<file path="src/rtl/stack_ctrl.sv">
// Byte-wide hardware stack controller: turns push/pop/sp_load commands into
// single memory transactions and keeps the stack pointer and overflow status.
module stack_ctrl #(
    parameter logic [10:0] SP_INIT  = 11'h7FF,
    parameter logic [10:0] SP_LIMIT = 11'h700
) (
    input  logic        clk,
    input  logic        reset_,
    input  logic        push,
    input  logic        pop,
    input  logic [7:0]  data_in,
    output logic        ready,
    output logic [7:0]  pop_data,
    output logic        pop_valid,
    input  logic        sp_load,
    input  logic [10:0] sp_load_val,
    output logic        mem_req,
    output logic        mem_we,
    output logic [10:0] mem_addr,
    output logic [7:0]  mem_wdata,
    input  logic        mem_ack,
    input  logic [7:0]  mem_rdata,
    output logic [10:0] SP,
    output logic        ST_OVF,
    output logic        ST_OVF_en,
    output logic        SP_MSB10,
    output logic        SP_MSB9,
    output logic        SP_MSB8,
    output logic        SP_MSB_en
);

    typedef enum logic {IDLE = 1'b0, ACCESS = 1'b1} state_t;

    state_t      state, state_nxt;
    logic [10:0] sp_q, sp_nxt;
    logic        op_push;
    logic        do_load, do_push, do_pop, do_rej, done;

    always_ff @(posedge clk or negedge reset_) begin
        if (!reset_) state <= IDLE;
        else         state <= state_nxt;
    end

    // Command decode; requests arriving outside IDLE are simply not looked at.
    always_comb begin
        state_nxt = state;
        do_load   = 1'b0;
        do_push   = 1'b0;
        do_pop    = 1'b0;
        do_rej    = 1'b0;
        done      = 1'b0;
        case (state)
            IDLE: begin
                if (sp_load) begin
                    do_load = 1'b1;
                end else if (push) begin
                    if (sp_q >= SP_LIMIT) begin
                        do_push   = 1'b1;
                        state_nxt = ACCESS;
                    end else begin
                        do_rej = 1'b1;
                    end
                end else if (pop) begin
                    if (sp_q < SP_INIT) begin
                        do_pop    = 1'b1;
                        state_nxt = ACCESS;
                    end else begin
                        do_rej = 1'b1;
                    end
                end
            end
            ACCESS: begin
                if (mem_ack) begin
                    done      = 1'b1;
                    state_nxt = IDLE;
                end
            end
            default: state_nxt = IDLE;
        endcase
    end

    always_comb begin
        sp_nxt = sp_q;
        if (do_load)   sp_nxt = sp_load_val;
        else if (done) sp_nxt = op_push ? sp_q - 11'd1 : sp_q + 11'd1;
    end

    // Status strobes default low so each event produces a single-cycle pulse.
    always_ff @(posedge clk or negedge reset_) begin
        if (!reset_) begin
            sp_q      <= SP_INIT;
            op_push   <= 1'b0;
            mem_we    <= 1'b0;
            mem_addr  <= '0;
            mem_wdata <= '0;
            pop_data  <= '0;
            pop_valid <= 1'b0;
            ST_OVF    <= 1'b0;
            ST_OVF_en <= 1'b0;
            SP_MSB_en <= 1'b0;
        end else begin
            pop_valid <= 1'b0;
            ST_OVF    <= 1'b0;
            ST_OVF_en <= 1'b0;
            SP_MSB_en <= (sp_nxt[10:8] != sp_q[10:8]);
            sp_q      <= sp_nxt;
            if (do_push) begin
                op_push   <= 1'b1;
                mem_we    <= 1'b1;
                mem_addr  <= sp_q;
                mem_wdata <= data_in;
            end
            if (do_pop) begin
                op_push  <= 1'b0;
                mem_we   <= 1'b0;
                mem_addr <= sp_q + 11'd1;
            end
            if (do_rej) begin
                ST_OVF    <= 1'b1;
                ST_OVF_en <= 1'b1;
            end
            if (done) begin
                mem_we    <= 1'b0;
                ST_OVF_en <= 1'b1;
                if (!op_push) begin
                    pop_data  <= mem_rdata;
                    pop_valid <= 1'b1;
                end
            end
        end
    end

    // Derived from state so a reset mid-transaction drops the request at once.
    assign mem_req  = (state == ACCESS);
    assign ready    = (state == IDLE);
    assign SP       = sp_q;
    assign SP_MSB10 = sp_q[10];
    assign SP_MSB9  = sp_q[9];
    assign SP_MSB8  = sp_q[8];

endmodule

</file>
<file path="config.mk">
export PLATFORM = sky130hd
export DESIGN_NAME = stack_ctrl
export DESIGN_NICKNAME = d
export VERILOG_FILES = /design/src/rtl/stack_ctrl.sv
export SDC_FILE = /design/constraint.sdc
export NUM_CORES = 1
export LEC_CHECK = 0
export BUFFER_PORTS_ARGS = -buffer_cell sky130_fd_sc_hd__buf_2
export CORE_MARGIN = 2
export CORE_UTILIZATION = 40
export DETAILED_ROUTE_END_ITERATION = 10
export GPL_TIMING_DRIVEN = 0
export PLACE_DENSITY = 0.66
export SLEW_MARGIN = 20
export SYNTH_ARGS = -nofsm -noshare
export SYNTH_HDL_FRONTEND = slang
export SYNTH_SLANG_ARGS = --single-unit
</file>
<file path="constraint.sdc">
create_clock -name clk -period 6.5 [get_ports clk]
set_input_delay 0.325 -clock clk [delete_from_list [all_inputs] [get_ports clk]]
set_output_delay 0.325 -clock clk [all_outputs]
set_load 0.05 [all_outputs]
</file>
==> results of run 1 <==
flip-flops by register name, indices dropped and copies added (netlist names):
signal,count
mem_wdata,8
mem_req,1
mem_we,1
ST_OVF_en,1
mem_addr,11
pop_data,8
op_push,1
pop_valid,1
ST_OVF,1
SP_MSB_en,1
SP,11
power breakdown:
group / total (mW) / internal [mW] / leakage [nW] / switching, mW
Sequential: 0.449 / 0.391 / 0.533 / 0.0584
Combinational: 0.769 / 0.195 / 0.838 / 0.573
Clock: 0.227 / 0.125 / 0.0574 / 0.102
placed cells by master (no fill, tap or decap), drive strengths merged, types with 2 or more instances in the layout:
master / n
o21ai: 14
nor2b: 2
a211oi: 2
inv: 9
o221ai: 2
nand2: 52
nor3: 10
dfstp: 11
and3: 2
xnor2: 6
nor4: 4
buf: 89
nand3: 8
nor2: 20
o311ai: 2
o22ai: 4
o31ai: 3
clkbuf: 22
mux2: 9
dfrtp: 34
nand4: 3
nor3b: 2
ha: 2
a22oi: 2
mux2i: 2
or4: 3
a21oi: 12
a31oi: 2
a221o: 5
final timing paths:
check / endpoint / cells after the start
min in group clk: mem_wdata[5] / 3
max in group asynchronous: SP[6] / 1
worst max-delay path: mem_addr[3] / 8
worst max register to register: mem_addr[3] / 8
worst min register to register: mem_addr[1] / 2
worst min-delay path: mem_addr[5] / 1
worst max-delay path: cells and delay by family (launching register included):
family / cells / cell delay (ns)
flops: 1 / 0.61
compound gates: 1 / 0.14
buf+inv: 2 / 0.52
simple gates: 5 / 1.29
metal layers:
| metal | vias to the layer above | routed length (um) |
|---|---|---|
| li1 | 1114 | - |
| met1 | 1097 | 2850 |
| met2 | 104 | 3070 |
| met3 | 9 | 586 |
| met4 | 0 | 93 |
| met5 | - | 0 |
area by class of cell:
cell class | count | area (um2)
Buffer | 27 | 136
Clock buffer | 6 | 82.6
Clock inverter | 2 | 37.5
Fill cell | 577 | 2870
Inverter | 9 | 33.8
Multi-Input combinational cell | 189 | 1130
Sequential cell | 45 | 1140
Tap cell | 75 | 93.8
Timing Repair Buffer | 78 | 393
kinds of logic after synthesis:
group / after synthesis / share of synthesized area [%]
simple gates: 114 / 22.5
compound gates: 55 / 15.4
flops: 45 / 46.6
buf+inv: 36 / 6.96
mux: 11 / 4.97
xor+xnor: 7 / 2.51
fa+ha+maj: 2 / 1.02
stage by stage:
stage / utilization [%] / cells
after floorplan: - / 270
after global placement: 49.5 / 423
after detailed placement: 49.5 / 423
after CTS: 51.5 / 431
after global routing: 51.5 / 431
final: 51.5 / 431
==> results.sh, run 1 <==
export IMPL_status="finished with violations"
export IMPL_violations="negative hold slack"
export IMPL_grt_util_met2_pct=33.5
export IMPL_ys_ff_latch=45
export IMPL_n_antenna_cell=0
export IMPL_tns_ns=0
export IMPL_setup_ws_ns=3.81
export IMPL_crit_chain="nand3_1 > nor4_1 > or4_1 > clkbuf_1 > buf_2 > nand2_1 > o32ai_1 > nor2_1"
export IMPL_first_pass_iters=5
export IMPL_grt_pass1_wl_um=10500
export IMPL_drt_total_wl_um=6600
export IMPL_r2r_start="SP[0]"
export IMPL_yosys_top_cells_count="nand2_1, dfrtp_1, nor2_1, clkbuf_1, o21ai_0"
export IMPL_vias=2324
export IMPL_numCtsBuffers=5
export IMPL_fin_skew_ns=0.0102
export IMPL_total_power_mw=1.45
export IMPL_io_buffers=78
export IMPL_fin_crit_ns=2.69
export IMPL_grt_use_total_pct=20.7
export IMPL_drv_cap=0
export IMPL_num_rows=28
export IMPL_hold_buffers=0
export IMPL_endpoint_kind="flip-flop"
export IMPL_grt_pass1_vias=2195
export IMPL_period_share_pct=41.3
export IMPL_peakVddDrop_uv=286
export IMPL_slowest_delay_ns=0.61
export IMPL_dieArea_um2=6750
export IMPL_yosys_area_top_type="dfrtp_1"
export IMPL_holdWs_ns=-0.00429
export IMPL_grt_max_degree=46
export IMPL_drtIter0Drc=227
export IMPL_globalplace_congestion=0.908
export IMPL_p_per_area_nw_per_um2=474
export IMPL_critPathArrivalTime_ns=2.87
export IMPL_drc=0
export IMPL_cts_tree="done"
export IMPL_use_met1_pct=26.6
export IMPL_dp_slack_ns=3.87
export IMPL_synth_top_area_share_pct=34.8
export IMPL_synth_ff_type="dfrtp_1"
export IMPL_path_class="flip-flop to flip-flop"
export IMPL_synth_area_um2=2440
export IMPL_max_freq_mhz=372
export IMPL_ys_async_sr_fraction_pct=100
export IMPL_synth_nets=305
export IMPL_grt_use_met3_pct=5.54
export IMPL_slew_headroom_pct=62.2
export IMPL_synth_cell_type_count=52
export IMPL_rsz0062_at_grt="no"
export IMPL_rrSetupSlack_ns=3.81
export IMPL_holdCritPathClass="input pin to async pin"
export IMPL_setup_viol=0
export IMPL_cts_sinks=45
export IMPL_yosysWarnings=0
export IMPL_clockBufferDepth=2
export IMPL_place_area_um2=2930
export IMPL_synth_most_common_cell="nand2_1"
export IMPL_initial_core_util_pct=41.3
export IMPL_viasPerCell=5.39
export IMPL_die_w_um=82.2
export IMPL_crit_start="SP[0]"
export IMPL_synth_area_top_cells="dfrtp_1, dfstp_2, nand2_1, mux2_2, nor2_1"
export IMPL_cts_setup_buffers=0
export IMPL_crit_required_ns=6.68
export IMPL_syn2layout_area_growth_pct=24.8
export IMPL_coreArea_um2=5920
export IMPL_slew_viol_final=0
export IMPL_htree_levels=2
export IMPL_final_nets=390
export IMPL_root_buffer="clkbuf_8"
export IMPL_wl_per_cell_um=15.3
export IMPL_avgSynthCellArea_um2=9.05
export IMPL_seq_area_frac_synth_pct=46.6
export IMPL_path_clk_slew_ns=0.10
export IMPL_final_cell_area_um2=3050
export IMPL_worstMarginPinSlew_ns=0.567
export IMPL_insertion_delay_ns=0.30
export IMPL_dpl_hpwl_um=4750
export IMPL_pin_count=81
export IMPL_finalHoldViolations=4
export IMPL_die_h_um=82.2
export IMPL_overflow=0
export IMPL_top_usage_layer="met2"
export IMPL_critPathLaunchType="flip-flop"
export IMPL_critPathMaxFanout=10
export IMPL_synth_edff_count=0
export IMPL_power_leakage_nw=1.43
export IMPL_synth_cells=270
export IMPL_drive_gt1_share_pct=35.1
export IMPL_drtAntennaViolNets=0
export IMPL_cts_resized_gates=0
export IMPL_slowest_stage="dfstp_2"
export IMPL_grt_antenna_before_repair=0
Power figures use the tool's default switching activity.
==> inputs of run 2 (changes only) <==
PLACE_DENSITY = 0.68   (was 0.66)
clock period = 2.2 ns   (was 6.5 ns; I/O delays follow)
==> run 2 against run 1 <==
The run ends with negative setup slack left; via count up 3.5%; critical path depth up 1; clock power rose to 2.8 times the previous value; maximum frequency up 17%; worst setup slack worse by 3.9 ns; sequential cell count unchanged; worst hold slack better by 0.029 ns; non-clock buffer count up 17; routed wire length up 7.1%; core utilization up 4.6 points; sequential power rose to 3.0 times the previous value; register-to-register slack worse by 3.9 ns.
==> results.sh, run 2 (synthesis gave the netlist of run 1 again) <==
export IMPL_setup_ws_ns=-0.0893
export IMPL_drtAntennaViolNets=0
export IMPL_fin_crit_ns=2.29
export IMPL_io_buffers=78
export IMPL_first_pass_iters=5
export IMPL_finalHoldViolations=0
export IMPL_overflow=0
export IMPL_peakVddDrop_uv=763
export IMPL_crit_required_ns=2.37
export IMPL_slew_viol_final=0
export IMPL_timing_rr_end="SP_MSB_en"
export IMPL_drv_cap=0
export IMPL_r2r_start="SP[0]"
export IMPL_critPathMaxFanout=5
export IMPL_die_h_um=82.2
export IMPL_tns_ns=-0.0947
export IMPL_fin_skew_ns=0.00815
export IMPL_r2r_cells=9
export IMPL_holdCritPathClass="input pin to flip-flop"
export IMPL_rrSetupSlack_ns=-0.09
export IMPL_path_class="flip-flop to flip-flop"
export IMPL_drt_total_wl_um=7060
export IMPL_vias=2405
export IMPL_total_power_mw=4.36
export IMPL_wl_per_cell_um=15.8
export IMPL_grt_pass1_wl_um=11200
export IMPL_initial_core_util_pct=41.3
export IMPL_worstMarginPinSlew_ns=0.589
export IMPL_slowest_stage="dfstp_4"
export IMPL_clockBufferDepth=2
export IMPL_critPathLaunchType="flip-flop"
export IMPL_period_share_pct=104
export IMPL_endpoint_kind="flip-flop"
export IMPL_insertion_delay_ns=0.30
export IMPL_slowest_delay_ns=0.50
export IMPL_drtIter0Drc=128
export IMPL_die_w_um=82.2
export IMPL_grt_max_degree=46
export IMPL_crit_chain="inv_4 > ha_4 > or4b_1 > clkbuf_8 > or4_4 > o311ai_2 > nor2_1 > xnor2_1 > o2111ai_1"
export IMPL_power_leakage_nw=1.55
export IMPL_root_buffer="clkbuf_8"
export IMPL_drive_gt1_share_pct=41.6
export IMPL_drc=0
export IMPL_numCtsBuffers=5
export IMPL_grt_antenna_before_repair=0
export IMPL_critPathArrivalTime_ns=2.46
export IMPL_max_freq_mhz=437
export IMPL_path_clk_slew_ns=0.09
export IMPL_htree_levels=2
export IMPL_num_rows=28
export IMPL_viasPerCell=5.37
export IMPL_pin_count=81
export IMPL_dp_slack_ns=-0.215
export IMPL_p_per_area_nw_per_um2=1310
export IMPL_slew_headroom_pct=60.7
export IMPL_crit_start="SP[0]"
export IMPL_cts_sinks=45
export IMPL_layout_common_cells="buf_2, nand2_1, dfrtp_1, buf_4, nor2_1"
export IMPL_n_antenna_cell=0
export IMPL_final_nets=407
export IMPL_grt_pass1_vias=2282
export IMPL_mostFrequentLayoutCell="buf_2"
export IMPL_setup_viol=2
export IMPL_status="finished with violations"
export IMPL_coreArea_um2=5920
export IMPL_violations="negative setup slack"
export IMPL_syn2layout_area_growth_pct=35.9
export IMPL_endpoint="SP_MSB_en"
export IMPL_grt_use_total_pct=22.2
export IMPL_cts_tree="done"
export IMPL_dpl_hpwl_um=4660
export IMPL_globalplace_congestion=0.902
export IMPL_rsz0062_at_grt="yes"
export IMPL_dieArea_um2=6750
run 2: where the power goes:
part | internal (mW) | switching, mW | total (mW)
clock | 0.337 | 0.288 | 0.626
combinational | 0.651 | 1.72 | 2.37
sequential | 1.16 | 0.205 | 1.36
run 2: worst min path at each step:
stage,cells past startpoint,startpoint,endpoint,slack (ns)
after floorplan,0,reset_,SP_MSB_en,-0.19
after global placement,3,data_in[0],mem_wdata[0],0.30
after detailed placement,3,data_in[0],mem_wdata[0],0.31
after CTS,1,reset_,op_push,0.01
after global routing,2,mem_rdata[2],pop_data[2],0.02
final,3,sp_load_val[4],SP[4],0.02
run 2: per-stage QoR:
step	cells	hold slack, ns	area [um2]	util (%)
floorplan	270	-0.186	2480	-
global placement	423	0.299	2970	50.1
detailed placement	423	0.305	2970	50.1
CTS	442	0.0109	3240	54.7
global route	448	0.0248	3320	56.1
finish	448	0.0243	3320	56.1
run 2: layout make-up:
type / count / area [um2]
multi-input combinational: 189 / 1220
fill: 541 / 2600
buffer: 23 / 144
sequential: 45 / 1140
clock buffer: 6 / 72.6
clock inverter: 2 / 35.0
timing repair buffer: 99 / 573
inverter: 9 / 36.3
tap: 75 / 93.8
run 2: what timing repair did:
action,4_1_cts,5_1_grt
setup endpoints to repair,21,22
hold buffers,8,1
resized for setup,14,11
buffers inserted,5,7
pin swaps,4,3
endpoints found under the hold margin,8,34
run 2: worst max-delay path: cells and delay by family (launching register included):
| family | cells | cell delay, ns |
|---|---|---|
| adders and majority gates | 1 | 0.12 |
| xor gates and xnor gates | 1 | 0.16 |
| and+or+nand+nor | 3 | 0.96 |
| DFF | 1 | 0.50 |
| AOI/OAI and AO/OA | 2 | 0.19 |
| buffers and inverters | 2 | 0.23 |
run 2: layer usage:
metal	GRT usage [%]	routed length (um)	part of all wire, %	vias to the layer above
li1	-	-	-	1156
met1	28.4	3120	44	1148
met2	36.1	3430	48	94
met3	5.65	425	6.0	7
met4	8.33	95	1.3	0
met5	0	0	0	-
